===== config.mk =====
export PLATFORM = sky130hd
export DESIGN_NAME = debounced_input_sampler_flat
export DESIGN_NICKNAME = d
export VERILOG_FILES = /design/src/rtl/debounced_input_sampler_if.sv /design/src/rtl/debounced_input_sampler.sv /design/src/flat_wrapper.sv
export SDC_FILE = /design/constraint.sdc
export NUM_CORES = 1
export LEC_CHECK = 0
export CAP_MARGIN = 20
export CELL_PAD_IN_SITES_DETAIL_PLACEMENT = 1
export CELL_PAD_IN_SITES_GLOBAL_PLACEMENT = 1
export CORE_UTILIZATION = 45
export DETAILED_ROUTE_END_ITERATION = 10
export HOLD_SLACK_MARGIN = 0.05
export PLACE_DENSITY = 0.79
export SLEW_MARGIN = 0
export SYNTH_ARGS = -nofsm -noshare
export SYNTH_HDL_FRONTEND = slang
export SYNTH_SLANG_ARGS = --single-unit

===== constraint.sdc =====
create_clock -name IO_Clock -period 15.6 [get_ports IO_Clock]
set_input_delay 3.12 -clock IO_Clock [delete_from_list [all_inputs] [get_ports IO_Clock]]
set_output_delay 3.12 -clock IO_Clock [all_outputs]
set_load 0.05 [all_outputs]

===== src/rtl/debounced_input_sampler_if.sv =====
// debounced_input_sampler_if
//   Masked write port from the input sampler to the downstream status register
//   (through its clock-domain crossing).
//   IO_WrData  write data, held between writes
//   IO_WrMask  write mask, 1 = bit updated
//   IO_WrEn    one-cycle write strobe
//   IO_Busy    downstream transfer in progress
//   master: the sampler side; slave: the register / crossing side.
interface debounced_input_sampler_if #(
    parameter int unsigned DATA_WIDTH = 32
);
    logic [DATA_WIDTH-1:0] IO_WrData;
    logic [DATA_WIDTH-1:0] IO_WrMask;
    logic                  IO_WrEn;
    logic                  IO_Busy;

    modport master (
        output IO_WrData,
        output IO_WrMask,
        output IO_WrEn,
        input  IO_Busy
    );

    modport slave (
        input  IO_WrData,
        input  IO_WrMask,
        input  IO_WrEn,
        output IO_Busy
    );
endinterface


===== src/rtl/debounced_input_sampler.sv =====
// debounced_input_sampler
//   Synchronizes and debounces each raw input bit, accumulates the bits whose
//   debounced value changed, and pushes them to a read-only status register as a
//   masked write whenever the downstream crossing is free.
//   IO_Clock      I/O-domain clock (only clock)
//   IO_Reset      asynchronous active-high reset
//   Pin_In        raw asynchronous inputs
//   Stable_State  debounced input value
//   wr            masked write port (IO_WrData/IO_WrMask/IO_WrEn out, IO_Busy in)
module debounced_input_sampler #(
    parameter int unsigned           DATA_WIDTH      = 32,
    parameter logic [DATA_WIDTH-1:0] RESET_VALUE     = '0,
    parameter int unsigned           SYNC_STAGES     = 2,
    parameter int unsigned           DEBOUNCE_CYCLES = 16
) (
    input  logic                      IO_Clock,
    input  logic                      IO_Reset,
    input  logic [DATA_WIDTH-1:0]     Pin_In,
    output logic [DATA_WIDTH-1:0]     Stable_State,
    debounced_input_sampler_if.master wr
);

    localparam int unsigned     CNT_W   = $clog2(DEBOUNCE_CYCLES);
    localparam logic [CNT_W-1:0] CNT_MAX = CNT_W'(DEBOUNCE_CYCLES - 1);

    typedef enum logic [1:0] {
        StIdle,
        StGuard,
        StWait
    } state_e;

    logic [DATA_WIDTH-1:0] sync_q [SYNC_STAGES];
    logic [DATA_WIDTH-1:0] sync_last;
    logic [CNT_W-1:0]      cnt_q [DATA_WIDTH];
    logic [CNT_W-1:0]      cnt_d [DATA_WIDTH];
    logic [DATA_WIDTH-1:0] stable_q;
    logic [DATA_WIDTH-1:0] stable_d;
    logic [DATA_WIDTH-1:0] toggle;
    logic [DATA_WIDTH-1:0] pending_q;
    state_e                state_q;

    // Synchronizer chain
    always_ff @(posedge IO_Clock or posedge IO_Reset) begin
        if (IO_Reset) begin
            for (int s = 0; s < SYNC_STAGES; s++) begin
                sync_q[s] <= RESET_VALUE;
            end
        end else begin
            sync_q[0] <= Pin_In;
            for (int s = 1; s < SYNC_STAGES; s++) begin
                sync_q[s] <= sync_q[s-1];
            end
        end
    end

    assign sync_last = sync_q[SYNC_STAGES-1];

    // Per-bit debounce: a change is accepted only after DEBOUNCE_CYCLES
    // consecutive samples that differ from the current stable value.
    always_comb begin
        stable_d = stable_q;
        toggle   = '0;
        for (int i = 0; i < DATA_WIDTH; i++) begin
            cnt_d[i] = '0;
            if (sync_last[i] != stable_q[i]) begin
                if (cnt_q[i] == CNT_MAX) begin
                    stable_d[i] = sync_last[i];
                    toggle[i]   = 1'b1;
                end else begin
                    cnt_d[i] = cnt_q[i] + CNT_W'(1);
                end
            end
        end
    end

    always_ff @(posedge IO_Clock or posedge IO_Reset) begin
        if (IO_Reset) begin
            stable_q <= RESET_VALUE;
            for (int i = 0; i < DATA_WIDTH; i++) begin
                cnt_q[i] <= '0;
            end
        end else begin
            stable_q <= stable_d;
            for (int i = 0; i < DATA_WIDTH; i++) begin
                cnt_q[i] <= cnt_d[i];
            end
        end
    end

    assign Stable_State = stable_q;

    // Write FSM with registered outputs. GUARD ignores Busy for one cycle so a
    // downstream that raises Busy one cycle after the strobe is not overrun.
    always_ff @(posedge IO_Clock or posedge IO_Reset) begin
        if (IO_Reset) begin
            state_q      <= StIdle;
            pending_q    <= '0;
            wr.IO_WrEn   <= 1'b0;
            wr.IO_WrData <= RESET_VALUE;
            wr.IO_WrMask <= '0;
        end else begin
            wr.IO_WrEn <= 1'b0;
            pending_q  <= pending_q | toggle;
            unique case (state_q)
                StIdle: begin
                    if ((pending_q != '0) && !wr.IO_Busy) begin
                        wr.IO_WrEn   <= 1'b1;
                        wr.IO_WrData <= stable_q;
                        wr.IO_WrMask <= pending_q;
                        // Bits toggling on the issue edge stay pending
                        pending_q    <= toggle;
                        state_q      <= StGuard;
                    end
                end
                StGuard: begin
                    state_q <= StWait;
                end
                StWait: begin
                    if (!wr.IO_Busy) begin
                        state_q <= StIdle;
                    end
                end
                default: begin
                    state_q <= StIdle;
                end
            endcase
        end
    end

endmodule


===== src/flat_wrapper.sv =====
// flat-port wrapper written by rule: the top's interface ports become plain ports
module debounced_input_sampler_flat 
#(
    parameter int unsigned           DATA_WIDTH      = 32,
    parameter logic [DATA_WIDTH-1:0] RESET_VALUE     = '0,
    parameter int unsigned           SYNC_STAGES     = 2,
    parameter int unsigned           DEBOUNCE_CYCLES = 16
)
  (IO_Clock, IO_Reset, Pin_In, Stable_State, wr_IO_WrData, wr_IO_WrMask, wr_IO_WrEn, wr_IO_Busy);
  debounced_input_sampler_if #(.DATA_WIDTH(DATA_WIDTH)) wr_i ();
  input  logic IO_Clock;
  input  logic IO_Reset;
  input  logic [DATA_WIDTH-1:0] Pin_In;
  output logic [DATA_WIDTH-1:0] Stable_State;
  output wire logic [$bits(wr_i.IO_WrData)-1:0] wr_IO_WrData;
  output wire logic [$bits(wr_i.IO_WrMask)-1:0] wr_IO_WrMask;
  output wire logic [$bits(wr_i.IO_WrEn)-1:0] wr_IO_WrEn;
  input wire logic [$bits(wr_i.IO_Busy)-1:0] wr_IO_Busy;
  assign wr_IO_WrData = wr_i.IO_WrData;
  assign wr_IO_WrMask = wr_i.IO_WrMask;
  assign wr_IO_WrEn = wr_i.IO_WrEn;
  assign wr_i.IO_Busy = wr_IO_Busy;
  debounced_input_sampler #(.DATA_WIDTH(DATA_WIDTH), .RESET_VALUE(RESET_VALUE), .SYNC_STAGES(SYNC_STAGES), .DEBOUNCE_CYCLES(DEBOUNCE_CYCLES)) u_core (.IO_Clock(IO_Clock), .IO_Reset(IO_Reset), .Pin_In(Pin_In), .Stable_State(Stable_State), .wr(wr_i));
endmodule

==> reports/metrics.cfg, run 1 <==
[outcome]
status=completed

[clock_network]
clkSinkCount=323
hold_buffers=0
htreeDepth=2
cts_buffers=35
cts_buffer_depth=3
cts_tree=done
cts_setup_buffers=0
cts.clk_slew.worst_paths_ns=0.06
cts_root_buf=clkbuf_16
cts_resized=0
worst_skew_pair.late_latency_ns=0.50

[final_layout]
fin_nets=1081
area_delta_synth_final_pct=22.50
antennaDiodeCount=0
nFillCells=2600
layout-drive-gt1-share_pct=15.85

[logic_synthesis]
synth_cells=851
synth_seq_area_share_pct=65.40
ys_ff_latch=323
synth_warnings=0
yosysTopAreaCellShare_pct=65.40
ys_types=27
syn_area_um2=12360
synth.area.top_cells=dfrtp_1, mux2_2, xnor2_1
syn-num-nets=918
synth_area_per_cell_um2=14.52
synth_top_area_cell=dfrtp_1

[flow_run]
maxCapViolations=0

[min_path]
hold_path_class=flip-flop to flip-flop
holdPathStages=0
whs_endpoint=u_core.sync_last[7]
hp-start=u_core.sync_q[39]

[sta]
finalMaxSlewViolations=0
slew_headroom_pct=28.56
setup-tns-final_ns=0
grt_setup_unrepaired=no
min_period_ns=5.231
fin_hold_ws_ns=0.3350
fin_crit_sh_pct=33.53
fmax_mhz=191.2
worst_pin_slew_ns=1.068
clock_skew_ns=0.01433
hold_viol=0
setup_violations=0

[pwr]
p_per_area_nw_per_um2=146.3
p_leak_nw=6.830
ir_drop_mv=0.09176

[critical_path]
r2r_cells=5
critPathKind=primary input to async pin
worstPathMaxFanout=123
cp-end-kind=async pin
worstPathRequired_ns=16.17
cp-start-kind=primary input
cp_data_arrival_time_ns=5.80
reg2reg_slack_ns=11.81
reg2reg_to=u_core.wr.IO_WrData[3]
r2r_start=u_core.pending_q[7]

[placed_design]
gp_congestion=0.7371
port_buffers=131
dp_hpwl_um=16110

[floorplan]
ios=132
initial_core_util_pct=45.86
core-area_um2=26950
die_area_um2=28130
rows=60
die_x_um=167.7
die_y_um=167.7

[routing]
ant_nets=0
via_per_inst=5.376
num_vias=7398
routedWlPerCell_um=18.06
drt_pass1_iterations=4
drt_iter0_markers=344
drt_wl_total_um=24860
drcViolationCount=0

[global_route]
track_usage_pct=18.88
grt_max_degree=124
grt_pass1_vias=8088
grt_first_pass_wirelength_um=42480
antenna_found_initial=0
grt-ovfl-total=0

## placed cells by master, fill, tap and decap left out, drive strengths merged, types with 21 or more instances in the layout
cell	count
a21oi	42
a311oi	32
clkbuf	55
clkdlybuf4s50	131
dfrtp	323
ha	32
inv	24
mux2	96
nand3	32
nand4b	21
nor2	32
nor2b	32
o21ai	22
o2bb2ai	32
xnor2	64
## metal layers
metal	share of wire [%]	global-route usage (%)	routed length (µm)
met5	0	0	0
met4	1.8	5.146	435
met3	4.3	4.136	1064
met2	50	31.54	12400
met1	44	24.91	10960
## critical path, cell delays in order
cell and delay, ns:
clkdlybuf4s50_1 0.49, inv_8 0.59, buf_4 0.80, buf_4 0.68
## worst max path at each step
| stage | start | endpoint | slack [ns] | depth (start not counted) |
|---|---|---|---|---|
| final | IO_Reset | u_core.pending_q[5] | 10.37 | 4 |
| after global routing | IO_Reset | u_core.wr.IO_WrMask[4] | 9.96 | 4 |
| after CTS | IO_Reset | u_core.wr.IO_WrMask[4] | 10.23 | 4 |
| after detailed placement | IO_Reset | u_core.Stable_State[5] | 9.70 | 4 |
| after global placement | IO_Reset | u_core.wr.IO_WrMask[4] | 9.75 | 4 |
| after floorplan | IO_Reset | u_core.Stable_State[0] | 3.54 | 1 |
## where the power goes
group	internal [mW]	switching [mW]
clock network	0.490	0.312
registers	0.907	0.0548
logic	0.166	0.285
total	1.56	0.652
## synth_stat cells
cell       count
inv_1         24
xnor2_1       64
a31oi_1       11
a21o_1        11
dfrtp_1      323
a21oi_1       42
nand3_1       32
o2bb2ai_2     15
mux2i_1        1
buf_8          2
nor4_1         8
nand4_1        2
o21ai_4        1
buf_6          6
a311oi_1      32
nor2_1        32
mux2_2        93
nand2_1        1
and3_1        11
nor3_1        12
nand4b_1      21
mux2_1         3
o21ai_0       21
o2bb2ai_1     17
nor2b_1       32
ha_1          32
buf_12         2
## cell families after synthesis
kind of cell,synth area share [%]
buffers and inverters,1.842
AO/OA/AOI/OAI,9.202
XOR/XNOR,4.535
multiplexers,8.828
flip-flops,65.40
adder cells (fa/ha/maj),3.239
AND/OR/NAND/NOR,6.955
## through the flow
step | power, mW | cell area, µm² | util [%] | setup WS [ns] | std cells
after floorplan | 1.325 | 12360 | - | 3.539 | 851
after global placement | 1.420 | 14000 | 51.94 | 9.751 | 1317
after detailed placement | 1.432 | 14000 | 51.94 | 9.698 | 1317
after CTS | 2.248 | 15120 | 56.10 | 10.23 | 1375
after global routing | 2.318 | 15140 | 56.18 | 9.962 | 1376
final | 2.215 | 15140 | 56.18 | 10.37 | 1376
## cell type report
cell class	instances	area [µm²]	area share, %
Sequential cell	323	8083	53.38
Multi-Input combinational cell	494	4049	26.74
Timing Repair Buffer	136	1361	8.991
Clock buffer	55	1084	7.156
Tap cell	341	426.7	2.818
Inverter	24	97.59	0.6446
Clock inverter	3	40.04	0.2644
## sequential cells by signal, summed over array words and instances, names as in the netlist
signal,flops
u_core.wr.IO_WrMask,32
u_core.wr.IO_WrEn,1
u_core.pending_q,32
u_core.state_q,2
u_core.sync_q,32
u_core.wr.IO_WrData,32
u_core.sync_last,32
u_core.Stable_State,32
u_core.cnt_q,128
No activity file was read; power rests on OpenSTA's default activity.
==> inputs of run 2 (changes only) <==
==> constraint.sdc (replaced) <==
create_clock -name IO_Clock -period 5.4 [get_ports IO_Clock]
set_input_delay 1.08 -clock IO_Clock [delete_from_list [all_inputs] [get_ports IO_Clock]]
set_output_delay 1.08 -clock IO_Clock [all_outputs]
set_load 0.05 [all_outputs]
==> run 2 against run 1 <==
Net effect:
- cell count is 0.15% higher
- flip-flop and latch count did not move
- utilization grew 0.17 points
- register-to-register slack got worse by 9.1 ns
- sequential power rose to 2.9 times the previous value
- via count up 0.16%
- critical path type is now flip-flop to output pin
- largest power group unchanged
==> reports/metrics.cfg, run 2 (synthesis gave the netlist of run 1 again) <==
[outcome]
status=completed  ; unchanged

[critical_path]
cp_data_arrival_time_ns=1.79  ; was 5.80 ns
cp-start-kind=flip-flop  ; was primary input
worstPathMaxFanout=4  ; was 123
crit_path_top_delay_cell=clkdlybuf4s50_1  ; was buf_4
reg2reg_slack_ns=2.71  ; was 11.81 ns
critPathKind=flip-flop to output pin  ; was primary input to async pin
max_stage_delay_ns=0.88  ; was 0.80 ns
cp-end-kind=output pin  ; was async pin
crit_chain=clkdlybuf4s50_1  ; was clkdlybuf4s50_1 -> inv_8 -> buf_4 -> buf_4
worstPathRequired_ns=4.32  ; was 16.17 ns
path_delay_family=buffers and inverters  ; unchanged
critPathBufInv=1  ; was 4

[sta]
clock_skew_ns=0.01214  ; was 0.01433 ns
slew_headroom_pct=29.66  ; was 28.56%
min_period_ns=2.869
grt_setup_unrepaired=no  ; unchanged
setup-tns-final_ns=0  ; unchanged
fmax_mhz=348.6
worst_pin_slew_ns=1.055  ; was 1.068 ns
fin_crit_sh_pct=53.13
fin_hold_ws_ns=0.3443  ; was 0.3350 ns
setup_violations=0  ; unchanged
finalMaxSlewViolations=0  ; unchanged
hold_viol=0  ; unchanged

[clock_network]
cts_buffers=36  ; was 35
cts_root_buf=clkbuf_16  ; unchanged
cts_tree=done  ; unchanged
htreeDepth=2  ; unchanged
worst_skew_pair.late_latency_ns=0.50  ; about the same
clkSinkCount=323  ; unchanged
cts_buffer_depth=3  ; unchanged
cts_resized=0  ; unchanged
cts.clk_slew.worst_paths_ns=0.06  ; about the same
cts_setup_buffers=0  ; unchanged
hold_buffers=0  ; unchanged

[placed_design]
placed_area_um2=14020  ; was 14000 µm²
port_buffers=131  ; unchanged
gp_congestion=0.7285  ; was 0.7371
dp_hpwl_um=15320  ; was 16110 µm

[routing]
drt_iter0_markers=352  ; was 344
ant_nets=0  ; unchanged
via_per_inst=5.377  ; was 5.376
drt_wl_total_um=23930  ; was 24860 µm
routedWlPerCell_um=17.37  ; was 18.06 µm
drcViolationCount=0  ; unchanged
num_vias=7410  ; was 7398
drt_pass1_iterations=6  ; was 4

[final_layout]
mostFrequentLayoutCell=dfrtp_1  ; unchanged
seq_area_um2=8083  ; unchanged
largest_reg_flops=128  ; unchanged
mostFrequentLayoutCells=dfrtp_1, clkdlybuf4s50_1, mux2_2  ; unchanged
design_area_um2=15190  ; was 15140 µm²
layout-drive-gt1-share_pct=16.30  ; was 15.85%
multiInputGateArea_um2=4049  ; unchanged
fin_nets=1081  ; unchanged
area_delta_synth_final_pct=22.88  ; was 22.50%
antennaDiodeCount=0  ; unchanged
top_register=u_core.cnt_q  ; unchanged
nFillCells=2611  ; was 2600

[pwr]
p_leak_nw=6.853  ; was 6.830 nW
ir_drop_mv=0.3544  ; was 0.09176 mV
power_mw=6.457  ; was 2.215 mW
p_per_area_nw_per_um2=425.1  ; was 146.3 nW/µm²

[floorplan]
die_area_um2=28130  ; unchanged
die_y_um=167.7  ; unchanged
core-area_um2=26950  ; unchanged
initial_core_util_pct=45.86  ; unchanged
ios=132  ; unchanged
die_x_um=167.7  ; unchanged
rows=60  ; unchanged

[global_route]
antenna_found_initial=0  ; unchanged
grt_first_pass_wirelength_um=40760  ; was 42480 µm
grt_pass1_vias=8070  ; was 8088
grt_max_degree=194  ; was 124
track_usage_pct=17.77  ; was 18.88%
grt-ovfl-total=0  ; unchanged

[flow_run]
maxCapViolations=0  ; unchanged

[min_path]
hold_path_class=flip-flop to flip-flop  ; unchanged

-- run 2: cell types whose count changed in the layout (fill, tap and decap cells not counted), sizes merged --
cell      delta
clkinvlp     +1
inv          -1
buf          -1
clkinv       +3
-- run 2: path summary, 6_finish.rpt --
| kind | cells after the start | endpoint | from |
|---|---|---|---|
| min reg2reg | 0 | u_core.sync_last[4] | u_core.sync_q[36] |
| min in group asynchronous | 2 | u_core.cnt_q[120] | IO_Reset |
| min | 0 | u_core.sync_last[4] | u_core.sync_q[36] |
| max reg2reg | 5 | u_core.wr.IO_WrData[10] | u_core.pending_q[6] |
| max | 1 | Stable_State[22] | u_core.Stable_State[22] |
| max in group asynchronous | 3 | u_core.cnt_q[84] | IO_Reset |
-- run 2: worst register-to-register path: stages, from the launching register on --
cell,delay [ns]
dfrtp_1,0.40
nor4_1,0.47
nand4_1,0.37
o21ai_4,0.23
buf_4,0.64
mux2_2,0.45
-- run 2: final cells by class --
| cell class | instances | area share [%] |
|---|---|---|
| multi-input cells | 494 | 26.66 |
| clock inverters | 6 | 0.3625 |
| repair buffers | 135 | 8.997 |
| clock buffers | 55 | 7.332 |
| flip-flops and latches | 323 | 53.22 |
| inverters | 24 | 0.6179 |
| well taps | 341 | 2.809 |
-- run 2: metal layers --
metal	global-route usage [%]	up-vias	share of wire (%)
met2	29.80	145	50
met3	4.042	42	4.5
met1	23.11	3798	44
met5	0	-	0
met4	5.146	0	2.0
li1	-	3425	-
-- run 2: where the power goes --
group	total (mW)	switching, mW	internal [mW]	leakage (nW)
registers	2.77	0.151	2.62	4.28
clock network	2.38	0.918	1.46	0.583
logic	1.31	0.824	0.483	1.99
-- run 2: stage by stage --
step                setup WS (ns)  utilization [%]  cells
CTS                         2.486            56.35   1378
global placement            2.439            52.01   1317
detailed placement          2.390            52.01   1317
global route                2.476            56.35   1378
floorplan                 0.01124                -    851
finish                      2.531            56.35   1378
==> inputs of run 3 (changes only) <==
==> constraint.sdc (replaced) <==
create_clock -name IO_Clock -period 3 [get_ports IO_Clock]
set_input_delay 0.6 -clock IO_Clock [delete_from_list [all_inputs] [get_ports IO_Clock]]
set_output_delay 0.6 -clock IO_Clock [all_outputs]
set_load 0.05 [all_outputs]
==> run 3 against run 2 <==
Net effect:
- die area unchanged
- cell count about the same
- wire length increased by 3.5%
- global-route usage grew 0.78 points
- clock power is 76% higher
- hold slack better by 0.0027 ns
- largest power group unchanged
- register-to-register slack worse by 2.0 ns
- non-clock buffer count is 3 higher
- power grew 80%
- critical path depth unchanged
- setup slack lost 1.9 ns
==> reports/metrics.cfg, run 3 (synthesis gave the netlist of run 1 again) <==
[routing]
drt_wl_total_um=24760  ; was 23930 µm
routedWlPerCell_um=17.98  ; was 17.37 µm
drcViolationCount=0  ; unchanged
ant_nets=0  ; unchanged
drt_pass1_iterations=4  ; was 6
drt_iter0_markers=366  ; was 352
via_per_inst=5.400  ; was 5.377
num_vias=7436  ; was 7410

[clock_network]
cts.clk_slew.worst_paths_ns=0.06  ; about the same
cts_setup_buffers=0  ; unchanged
hold_buffers=0  ; unchanged
cts_root_buf=clkbuf_16  ; unchanged
cts_buffer_depth=3  ; unchanged
cts_buffers=34  ; was 36
htreeDepth=2  ; unchanged
worst_skew_pair.late_latency_ns=0.51  ; was 0.50 ns
clkSinkCount=323  ; unchanged
cts_tree=done  ; unchanged
cts_resized=0  ; unchanged

[global_route]
grt-ovfl-total=0  ; unchanged
grt_pass1_vias=8153  ; was 8070
antenna_found_initial=0  ; unchanged
track_usage_pct=18.55  ; was 17.77%
grt_first_pass_wirelength_um=42260  ; was 40760 µm
grt_max_degree=122  ; was 194

[critical_path]
path_delay_family=buffers and inverters  ; unchanged
worstPathMaxFanout=4  ; unchanged
cp_data_arrival_time_ns=1.80  ; was 1.79 ns
critPathBufInv=1  ; unchanged
max_stage_delay_ns=0.84  ; was 0.88 ns
worstPathRequired_ns=2.40  ; was 4.32 ns
cp-end-kind=output pin  ; unchanged
cp-start-kind=flip-flop  ; unchanged
path_depth=1  ; unchanged
critPathKind=flip-flop to output pin  ; unchanged
crit_start=u_core.Stable_State[17]  ; was u_core.Stable_State[22]
r2r_cells=5  ; unchanged
crit_path_top_delay_cell=clkdlybuf4s50_1  ; unchanged
crit_chain=clkdlybuf4s50_1  ; unchanged
r2r_start=u_core.pending_q[13]  ; was u_core.pending_q[6]

[final_layout]
antennaDiodeCount=0  ; unchanged
mostFrequentLayoutCells=dfrtp_1, clkdlybuf4s50_1, mux2_2  ; unchanged
mostFrequentLayoutCell=dfrtp_1  ; unchanged
fin_nets=1082  ; was 1081
fin_cells=1377  ; was 1378
design_area_um2=15190  ; about the same
layout-drive-gt1-share_pct=16.02  ; was 16.30%
multiInputGateArea_um2=4049  ; unchanged
area_delta_synth_final_pct=22.89  ; was 22.88%
largest_reg_flops=128  ; unchanged
seq_area_um2=8083  ; unchanged
nFillCells=2599  ; was 2611
top_register=u_core.cnt_q  ; unchanged

[placed_design]
port_buffers=131  ; unchanged
dp_hpwl_um=16080  ; was 15320 µm
dp.cells=1320  ; was 1317
placed_area_um2=14080  ; was 14020 µm²
dp_slack_ns=0.6496  ; was 2.390 ns
gp_congestion=0.7462  ; was 0.7285

[sta]
clock_skew_ns=0.01552  ; was 0.01214 ns
fmax_mhz=416.9
finalMaxSlewViolations=0  ; unchanged
fin_ws_ns=0.6012  ; was 2.531 ns
setup_violations=0  ; unchanged
grt_setup_unrepaired=no  ; unchanged
setup-tns-final_ns=0  ; unchanged
min_period_ns=2.399
fin_crit_sh_pct=79.96
hold_viol=0  ; unchanged
slew_headroom_pct=54.98  ; was 29.66%
worst_pin_slew_ns=0.6752  ; was 1.055 ns

[floorplan]
rows=60  ; unchanged
initial_core_util_pct=45.86  ; unchanged
core-area_um2=26950  ; unchanged
die_area_um2=28130  ; unchanged
die_y_um=167.7  ; unchanged
ios=132  ; unchanged
die_x_um=167.7  ; unchanged

[min_path]
hold_path_class=flip-flop to flip-flop  ; unchanged
hp-start=u_core.sync_q[42]  ; was u_core.sync_q[36]
holdPathStages=0  ; unchanged

[flow_run]
maxCapViolations=0  ; unchanged

[pwr]
p_leak_nw=6.844  ; was 6.853 nW
ir_drop_mv=0.4373  ; was 0.3544 mV
p_per_area_nw_per_um2=764.2  ; was 425.1 nW/µm²
power_mw=11.61  ; was 6.457 mW

[outcome]
status=completed  ; unchanged

-- run 3: path summary, 6_finish.rpt --
path	endpoint	slack, ns
max	Stable_State[17]	0.60
min	u_core.sync_last[10]	0.35
max reg2reg	u_core.wr.IO_WrMask[30]	0.73
min reg2reg	u_core.sync_last[10]	0.35
max in group asynchronous	u_core.cnt_q[52]	1.64
min in group asynchronous	u_core.sync_q[33]	0.41
-- run 3: power by group --
group          leakage, nW  total [mW]  switching, mW  internal [mW]
combinational         2.02        2.42           1.50          0.921
clock                0.543        4.18           1.64           2.54
sequential            4.28        5.00          0.288           4.72
total                 6.84        11.6           3.43           8.18
-- run 3: layout make-up --
| class | count | share of cell area (%) |
|---|---|---|
| Clock buffer | 49 | 6.508 |
| Clock inverter | 8 | 0.7991 |
| Inverter | 24 | 0.6178 |
| Multi-Input combinational cell | 494 | 26.66 |
| Sequential cell | 323 | 53.22 |
| Tap cell | 341 | 2.809 |
| Timing Repair Buffer | 138 | 9.391 |
-- run 3: through the flow --
stage,utilization [%],hold WS (ns)
5_1_grt,56.36,0.3526
3_3_place_gp,52.24,0.3315
4_1_cts,56.36,0.3479
2_1_floorplan,-,0.3312
6_report,56.36,0.3470
3_5_place_dp,52.24,0.3362
-- run 3: metal layers --
| metal | GRT usage, % | vias to the layer above | routed length, µm |
|---|---|---|---|
| met3 | 4.018 | 35 | 1190 |
| met1 | 23.68 | 3846 | 10770 |
| li1 | - | 3413 | - |
| met2 | 31.88 | 142 | 12310 |
| met5 | 0 | - | 0 |
| met4 | 5.106 | 0 | 489 |
-- run 3: worst reg2reg max path, stage by stage, from the launching register on --
cell and delay (ns):
dfrtp_1 0.42, nor4_1 0.47, nand4_1 0.27, o21ai_4 0.27, buf_12 0.32, mux2_2 0.41
